### src/rtl/qsub_pipe_if.sv
// Operand/result stream bundle for the pipelined sign-magnitude subtractor.
// The master side supplies operand pairs and the downstream ready; the
// slave side (the subtractor) returns results, overflow and its own ready.
interface qsub_pipe_if #(
    parameter int N = 32
);
    logic         i_valid;
    logic         o_ready;
    logic [N-1:0] i_a;
    logic [N-1:0] i_b;
    logic         o_valid;
    logic         i_ready;
    logic [N-1:0] o_c;
    logic         o_overflow;

    modport master (
        output i_valid, i_a, i_b, i_ready,
        input  o_ready, o_valid, o_c, o_overflow
    );

    modport slave (
        input  i_valid, i_a, i_b, i_ready,
        output o_ready, o_valid, o_c, o_overflow
    );
endinterface

### src/rtl/qsub_pipe.sv
// Two-stage pipelined sign-magnitude subtractor, c = a - b, with magnitude
// saturation and a full-throughput valid/ready pipeline.
// Stage 1 splits operands into magnitude/sign (subtrahend sign inverted) and
// precomputes the magnitude comparison; stage 2 does the add-or-subtract,
// saturates, normalises negative zero and holds the result register.
module qsub_pipe #(
    parameter int Q = 15,   // fractional bits; the arithmetic is format-agnostic
    parameter int N = 32
) (
    input  logic        i_clk,
    input  logic        i_rst,
    qsub_pipe_if.slave  bus
);
    localparam int M = N - 1;   // magnitude width

    // Pipeline occupancy
    logic         s1_valid_reg;
    logic         s2_valid_reg;
    logic         adv1;
    logic         adv2;

    // Stage 1 registers
    logic [M-1:0] ma_reg;
    logic [M-1:0] mb_reg;
    logic         sa_reg;
    logic         sb_reg;        // already-inverted subtrahend sign
    logic         gt_reg;

    // Stage 2 result registers and their combinational inputs
    logic [N-1:0] c_reg;
    logic         ovf_reg;
    logic [N-1:0] c_next;
    logic         ovf_next;
    logic [N-1:0] sum_next;
    logic [M-1:0] mag_next;
    logic         sign_next;

    // A stage may move when the stage after it is empty or draining.
    // o_ready depends on i_ready and occupancy only, never on i_valid.
    assign adv2 = !s2_valid_reg || bus.i_ready;
    assign adv1 = !s1_valid_reg || adv2;

    assign bus.o_ready    = adv1;
    assign bus.o_valid    = s2_valid_reg;
    assign bus.o_c        = c_reg;
    assign bus.o_overflow = ovf_reg;

    // Stage 1: capture operand split and magnitude comparison
    always_ff @(posedge i_clk) begin
        if (i_rst) begin
            s1_valid_reg <= 1'b0;
            ma_reg       <= '0;
            mb_reg       <= '0;
            sa_reg       <= 1'b0;
            sb_reg       <= 1'b0;
            gt_reg       <= 1'b0;
        end else if (adv1) begin
            s1_valid_reg <= bus.i_valid;
            ma_reg       <= bus.i_a[M-1:0];
            mb_reg       <= bus.i_b[M-1:0];
            sa_reg       <= bus.i_a[N-1];
            sb_reg       <= ~bus.i_b[N-1];
            gt_reg       <= (bus.i_a[M-1:0] > bus.i_b[M-1:0]);
        end
    end

    // Stage 2 arithmetic: like signs add magnitudes, unlike signs subtract
    // the smaller from the larger and take the larger operand's sign.
    always_comb begin
        sum_next  = {1'b0, ma_reg} + {1'b0, mb_reg};
        mag_next  = '0;
        sign_next = 1'b0;
        ovf_next  = 1'b0;
        if (sa_reg == sb_reg) begin
            sign_next = sa_reg;
            if (sum_next[N-1]) begin
                mag_next = '1;
                ovf_next = 1'b1;
            end else begin
                mag_next = sum_next[M-1:0];
            end
        end else if (gt_reg) begin
            mag_next  = ma_reg - mb_reg;
            sign_next = sa_reg;
        end else begin
            mag_next  = mb_reg - ma_reg;
            sign_next = sb_reg;
        end
        // A zero magnitude is always reported as +0.
        if (mag_next == '0) begin
            sign_next = 1'b0;
        end
        c_next = {sign_next, mag_next};
    end

    // Stage 2 register: result loads only for a real operand, so the output
    // holds steady while stalled and across bubbles.
    always_ff @(posedge i_clk) begin
        if (i_rst) begin
            s2_valid_reg <= 1'b0;
            c_reg        <= '0;
            ovf_reg      <= 1'b0;
        end else if (adv2) begin
            s2_valid_reg <= s1_valid_reg;
            if (s1_valid_reg) begin
                c_reg   <= c_next;
                ovf_reg <= ovf_next;
            end
        end
    end

endmodule

### src/flat_wrapper.sv
// flat-port wrapper written by rule: the top's interface ports become plain ports
module qsub_pipe_flat 
#(
    parameter int Q = 15,                                                        
    parameter int N = 32
)
  (i_clk, i_rst, bus_i_valid, bus_i_a, bus_i_b, bus_i_ready, bus_o_ready, bus_o_valid, bus_o_c, bus_o_overflow);
  qsub_pipe_if #(.N(N)) bus_i ();
  input  logic i_clk;
  input  logic i_rst;
  input wire logic [$bits(bus_i.i_valid)-1:0] bus_i_valid;
  input wire logic [$bits(bus_i.i_a)-1:0] bus_i_a;
  input wire logic [$bits(bus_i.i_b)-1:0] bus_i_b;
  input wire logic [$bits(bus_i.i_ready)-1:0] bus_i_ready;
  output wire logic [$bits(bus_i.o_ready)-1:0] bus_o_ready;
  output wire logic [$bits(bus_i.o_valid)-1:0] bus_o_valid;
  output wire logic [$bits(bus_i.o_c)-1:0] bus_o_c;
  output wire logic [$bits(bus_i.o_overflow)-1:0] bus_o_overflow;
  assign bus_i.i_valid = bus_i_valid;
  assign bus_i.i_a = bus_i_a;
  assign bus_i.i_b = bus_i_b;
  assign bus_i.i_ready = bus_i_ready;
  assign bus_o_ready = bus_i.o_ready;
  assign bus_o_valid = bus_i.o_valid;
  assign bus_o_c = bus_i.o_c;
  assign bus_o_overflow = bus_i.o_overflow;
  qsub_pipe #(.Q(Q), .N(N)) u_core (.i_clk(i_clk), .i_rst(i_rst), .bus(bus_i));
endmodule
### config.mk
export PLATFORM = sky130hd
export DESIGN_NAME = qsub_pipe_flat
export DESIGN_NICKNAME = d
export VERILOG_FILES = /design/src/rtl/qsub_pipe_if.sv /design/src/rtl/qsub_pipe.sv /design/src/flat_wrapper.sv
export SDC_FILE = /design/constraint.sdc
export NUM_CORES = 1
export LEC_CHECK = 0
export ABC_AREA = 1
export BUFFER_PORTS_ARGS = -buffer_cell sky130_fd_sc_hd__buf_2
export CAP_MARGIN = 20
export CORE_MARGIN = 8
export CORE_UTILIZATION = 30
export CTS_CLUSTER_DIAMETER = 30
export DETAILED_ROUTE_END_ITERATION = 8
export GPL_TIMING_DRIVEN = 0
export SLEW_MARGIN = 30
export SYNTH_ARGS = -nofsm -noshare
export SYNTH_HDL_FRONTEND = slang
export SYNTH_SLANG_ARGS = --single-unit
### constraint.sdc
create_clock -name i_clk -period 2.2 [get_ports i_clk]
set_input_delay 0.22 -clock i_clk [delete_from_list [all_inputs] [get_ports i_clk]]
set_output_delay 0.22 -clock i_clk [all_outputs]
set_load 0.02 [all_outputs]
* After elaboration in Yosys (flattened, before gate mapping) *
Cells that the tools add are included.

cells by class
  equality and inequality tests = 1
  magnitude comparators = 1
  reduce and logical (&&, ||, !) cells = 6
  add/sub/neg operators = 3
  bitwise gates (word level) = 1
  mux-type cells = 8

operators by type and width
  cell                                       count
  31-bit 2-to-1 mux                          3
  31-bit subtractor                          2
  31-bit by 31-bit adder with 32-bit output  1
  31-bit greater-than comparator             1
  31-bit zero test                           1
  1-bit 2-to-1 mux                           5
  1-bit zero test                            2
  1-bit logical OR                           2
  2-bit AND reduction                        1
  1-bit equality test                        1
  1-bit inverter                             1

storage, ports and cells
  output and inout bits = 35
  logic and storage cells = 29
  bits of input ports = 68
  register bits after elaboration = 100

* Logic depth before layout (Yosys ltp) *
  depth in word-level cells = 5
  mapped depth = 25
  mapped depth without buffers = 23

* Worst setup path before layout *
No wires, ideal clock.

  path kind = register to register
  start point = register u_core.mb_reg[16]
  end point = register u_core.c_reg[31] (netlist: u_core.bus.o_c[31])
  clock period less this slack = 2.297 ns
  required time = 2.069 ns
  slack = -0.097 ns
  arrival = 2.167 ns
  cell stages (with the launch flop) = 24
  library setup time = 0.131 ns
  path buffers = 2
  cell sequence = dfxtp_1 -> inv_1 -> ha_1 -> buf_4 -> inv_2 -> nand2_1 -> nand2_1 -> nand2_1 -> nand2_1 -> nand2_1 -> nand2_1 -> a21oi_4 -> nand2_4 -> inv_6 -> buf_8 -> nand3_2 -> nand2_1 -> nand2_1 -> nor2_1 -> nand2_1 -> nor2_1 -> nand3_1 -> nand2_1 -> a21oi_2

on the way
  word-level cells in the longest chain between the ends = 5
  elaborated cells on any way between the ends = 8
  classes of those cells = add/sub (3); mux (4); reduce/logical (1)

RTL lines
  element                                                            line                              source
  start, declared                                                    qsub_pipe.sv:24                   logic [M-1:0] mb_reg;
  start signal, assigned                                             qsub_pipe.sv:60                   mb_reg <= bus.i_b[M-1:0];
  31-bit by 31-bit adder with 32-bit output (tied with other cells)  qsub_pipe.sv:70                   sum_next = {1'b0, ma_reg} + {1'b0, mb_reg};
  31-bit 2-to-1 mux, on equally long branches                        qsub_pipe.sv:76, qsub_pipe.sv:82
  31-bit 2-to-1 mux *                                                qsub_pipe.sv:74                   if (sa_reg == sb_reg) begin
  31-bit zero test *                                                 qsub_pipe.sv:90                   if (mag_next == '0) begin
  1-bit 2-to-1 mux *                                                 qsub_pipe.sv:90
  end signal, assigned                                               qsub_pipe.sv:106                  c_reg <= c_next;
  end, declared                                                      qsub_pipe.sv:30                   logic [N-1:0] c_reg;

Mark *: on every way between the ends. The rest lies on a longest branch, timed or not.
A chain may end at the register's enable or synchronous reset.

* Worst setup path in the final report *
  start point = register u_core.gt_reg
  end point = register u_core.c_reg[31] (netlist: u_core.bus.o_c[31])

on the way
  word-level cells in the longest chain between the ends = 4
  elaborated cells on any way between the ends = 6
  classes of those cells = mux (5); reduce/logical (1)

RTL lines
  element                 line             source
  start, declared         qsub_pipe.sv:27  logic gt_reg;
  start signal, assigned  qsub_pipe.sv:63  gt_reg <= (bus.i_a[M-1:0] > bus.i_b[M-1:0]);
  31-bit 2-to-1 mux       qsub_pipe.sv:82  end else if (gt_reg) begin
  31-bit 2-to-1 mux       qsub_pipe.sv:74
  31-bit zero test        qsub_pipe.sv:90
  1-bit 2-to-1 mux *      qsub_pipe.sv:90

Marked as above.

==> impl_metrics.csv <==
group,metric,value,unit
final_layout,num-fill-cells,3950,
drt,wire_per_inst,18.3,um
drt,routed_wl,50700,um
cts,clockRootBuffer,"clkbuf_16",
cts,clkLatencyLatePin,0.38,ns
run_status,violations,"setup timing",
worst_hold_path,worstHoldEndpoint,"u_core.s1_valid_reg$_SDFFE_PP0P_",
critical_path,cp-start-kind,"register",
timing,finalWorstSetupSlack,-0.437,ns
timing,period_minus_slack,2.64,ns
yosys,synth_warnings,0,
yosys,syn-cell-area,11300,sq um
global_routing,grt_start_max_net_pins,17,
power_and_ir_drop,peakVddDrop,0.322,mV
power_and_ir_drop,power.net_switching,3670,uW
critical_path,path_cells,"clkbuf_4 > inv_1 > buf_6 > buf_4 > nand4_1 > buf_4 > nand2_1 > nand2_1 > nand3_1 > nand3_2 > nor2_2 > nand3_2 > nor2_4 > nand3_2 > nand2_2 > a21oi_2",
floorplanning,dieWidth,210,um
global_routing,grt_pass1_wl,75100,um
drt,viasPerCell,4.88,
final_layout,instances_no_fill,2768,
timing,tightest_slew,0.861,ns
place,place_inst,2606,
global_routing,grt_pass1_vias,13000,
power_and_ir_drop,power_density,502,nW/um^2
global_routing,globalRouteTotalUtil,0.222,
timing,setup_viol,18,
timing,rsz0062_at_grt,"true",
yosys,synth_cell_types,45,
worst_hold_path,hold_path.class,"primary input to register",
critical_path,r2r_start,"u_core.gt_reg$_SDFFE_PP0P_",
timing,hold_viol,0,
cts,cts.sinks,100,
floorplanning,dieArea,44100,sq um
final_layout,largest_reg_flops,32,
timing,slew-limit-headroom,0.426,
timing,fin_crit_sh,1.20,
critical_path,r2r_slack,-0.44,ns
final_layout,drive_gt1_frac,0.377,
power_and_ir_drop,p_int,4610,uW
run_status,status,"finished with violations",
final_layout,stdcell_area,16500,sq um
floorplanning,num_rows,71,
cts,cts_buffers,9,
yosys,ys_async_sr_fraction,0,
power_and_ir_drop,power_frac_seq,0.247,
yosys,synth_edf_count,0,
final_layout,insertedDiodeCount,0,
yosys,syn-num-nets,2194,
critical_path,crit_top_cell,"nand3_2",
final_layout,seq_area,2070,sq um
power_and_ir_drop,power_frac_comb,0.546,
worst_hold_path,hold_start,"bus_i_valid",
run,cap_violations,0,
power_and_ir_drop,p_leak,0.00856,uW
cts,cts_tree,"done",
critical_path,end_kind,"register",
critical_path,max_stage_delay,0.30,ns
cts,cts_buffer_depth,2,
final_layout,multiInputGateArea,9770,sq um
timing,fmax,0.379,GHz
cts,htreeDepth,3,
floorplanning,die_h,210,um
yosys,yosysSeqAreaShare,0.177,
drt,drtPass1Iterations,6,
critical_path,cp_max_fo,10,
drt,drc_errors,0,
critical_path,cp.required,2.44,ns
worst_hold_path,min_path_cells,2,
final_layout,num-nets-final,2453,
yosys,ys.flop_type,"dfxtp_1",
place,gp_congestion,0.939,
timing,clock_skew,0.0122,ns
critical_path,cp.arrival,2.88,ns
yosys,syn_avg_cell_area,5.66,sq um
power_and_ir_drop,power,8280,uW
critical_path,slowest_stage,"dfxtp_1",
place,place_area,12500,sq um
power_and_ir_drop,switching_share,0.444,
global_routing,grt_antenna_before_repair,0,
floorplanning,io_pins,103,
place,io_buffers,102,
place,dp_hpwl,40200,um
critical_path,path_class,"register to register",
drt,ant_nets,0,
drt,first_iter_violations,1004,
timing,timing.final.max_slew_violations,0,
cts,clkTransAtPathRegs,0.08,ns
final_layout,syn_to_final_growth,46.3,%
yosys,postSynthCellCount,1993,
timing,hold_ws,0.0429,ns
critical_path,ff2ff_path_depth,16,
floorplanning,start_util,0.302,
critical_path,timing.rr.end,"u_core.bus.o_c[31]$_SDFFE_PP0P_",
yosys,ys_ff_latch,100,
floorplanning,coreArea,37400,sq um
global_routing,grt-ovfl-total,0,
power_and_ir_drop,pwr-share-clk,0.207,
drt,vias,13500,
-- routing by layer --
layer  part of all wire  track usage  wire length (um)
met1               0.46        0.301             23500
met4              0.029       0.0671              1450
met5                  0            0                 0
met3              0.056       0.0264              2830
met2               0.45        0.366             22900
-- worst max-delay path: cells and delay by family (launching register included) --
family / cells / cell delay, ns
buffers and inverters: 5 / 1.15
AO/OA/AOI/OAI: 1 / 0.05
flip-flops: 1 / 0.30
AND/OR/NAND/NOR: 10 / 0.99
-- cells in the mapped netlist, types with 9 or more instances --
| master | instances | area (sq um) |
|---|---|---|
| a21oi_1 | 142 | 711 |
| buf_2 | 21 | 105 |
| buf_4 | 12 | 90.1 |
| clkbuf_1 | 30 | 113 |
| dfxtp_1 | 100 | 2000 |
| ha_1 | 130 | 1630 |
| inv_1 | 365 | 1370 |
| nand2_1 | 624 | 2340 |
| nand3_1 | 147 | 736 |
| nand4_1 | 21 | 131 |
| nor2_1 | 164 | 616 |
| nor3_1 | 16 | 80.1 |
| o21ai_0 | 123 | 616 |
| o21bai_1 | 9 | 67.6 |
-- how the worst max path moves through the flow --
stage,startpoint,endpoint,slack (ns),cells past startpoint
3_3_place_gp,u_core.gt_reg$_SDFFE_PP0P_,u_core.bus.o_c[31]$_SDFFE_PP0P_,-0.90,15
5_1_grt,u_core.mb_reg[11]$_SDFFE_PP0P_,u_core.bus.o_c[31]$_SDFFE_PP0P_,-0.56,20
6_report,u_core.gt_reg$_SDFFE_PP0P_,u_core.bus.o_c[31]$_SDFFE_PP0P_,-0.44,16
3_5_place_dp,u_core.gt_reg$_SDFFE_PP0P_,u_core.bus.o_c[31]$_SDFFE_PP0P_,-0.90,15
4_1_cts,u_core.mb_reg[5]$_SDFFE_PP0P_,u_core.bus.o_c[31]$_SDFFE_PP0P_,-0.42,18
2_1_floorplan,u_core.mb_reg[16]$_SDFFE_PP0P_,u_core.bus.o_c[31]$_SDFFE_PP0P_,-0.07,23
-- area by class of cell --
cell class | instances | share of cell area
buffer | 60 | 0.0276
clock buffer | 11 | 0.0153
clock inverter | 5 | 0.00348
inverter | 375 | 0.0891
multi-input combinational | 1450 | 0.592
sequential | 100 | 0.126
tap | 511 | 0.0387
timing repair buffer | 256 | 0.109
-- layout by cell type, fill, tap and decap left out, drive strengths merged, types with 3 or more instances in the layout --
master  instances
a21oi         147
a31oi           6
and2            5
buf           280
clkbuf         46
clkinv          4
dfxtp         100
fa              3
ha            130
inv           373
nand2         632
nand3         149
nand3b          7
nand4          21
nor2          169
nor3           16
nor4            3
o211ai          5
o21a            4
o21ai         125
o21bai          9
o221ai          5
xor2            4
-- timing repair --
action                                 CTS  global route
cloned                                   8             3
buffers inserted                        90            55
endpoints found under the hold margin    1             0
resized for setup                      410           336
hold buffers                             1             0
setup endpoints to repair               93            44
pin swaps                               97           159
-- logic make-up (layout without fill, tap and decap cells) --
group	count (synthesis)	count (layout)	share of synthesized area
xor+xnor	5	5	0.00388
mux	1	1	0.000887
buf+inv	443	707	0.155
flops	100	100	0.177
simple gates	1007	1007	0.369
compound gates	304	304	0.145
fa+ha+maj	133	133	0.149
-- power by group through the flow --
stage / clock [uW] / sequential, uW / combinational, uW
after floorplan: 0 / 2110 / 1910
after global placement: 0 / 2060 / 2960
after detailed placement: 0 / 2060 / 2970
after CTS: 1760 / 2040 / 3810
after global routing: 1820 / 2060 / 4900
final: 1710 / 2050 / 4520
-- per-stage QoR --
step	setup WS [ns]	TNS, ns	util
finish	-0.437	-2.73	0.442
global route	-0.557	-4.71	0.442
CTS	-0.424	-1.88	0.401
detailed placement	-0.901	-30.45	0.335
global placement	-0.895	-26.44	0.335
floorplan	-0.0692	-0.0692	-
(Power assumes the default switching activity.)
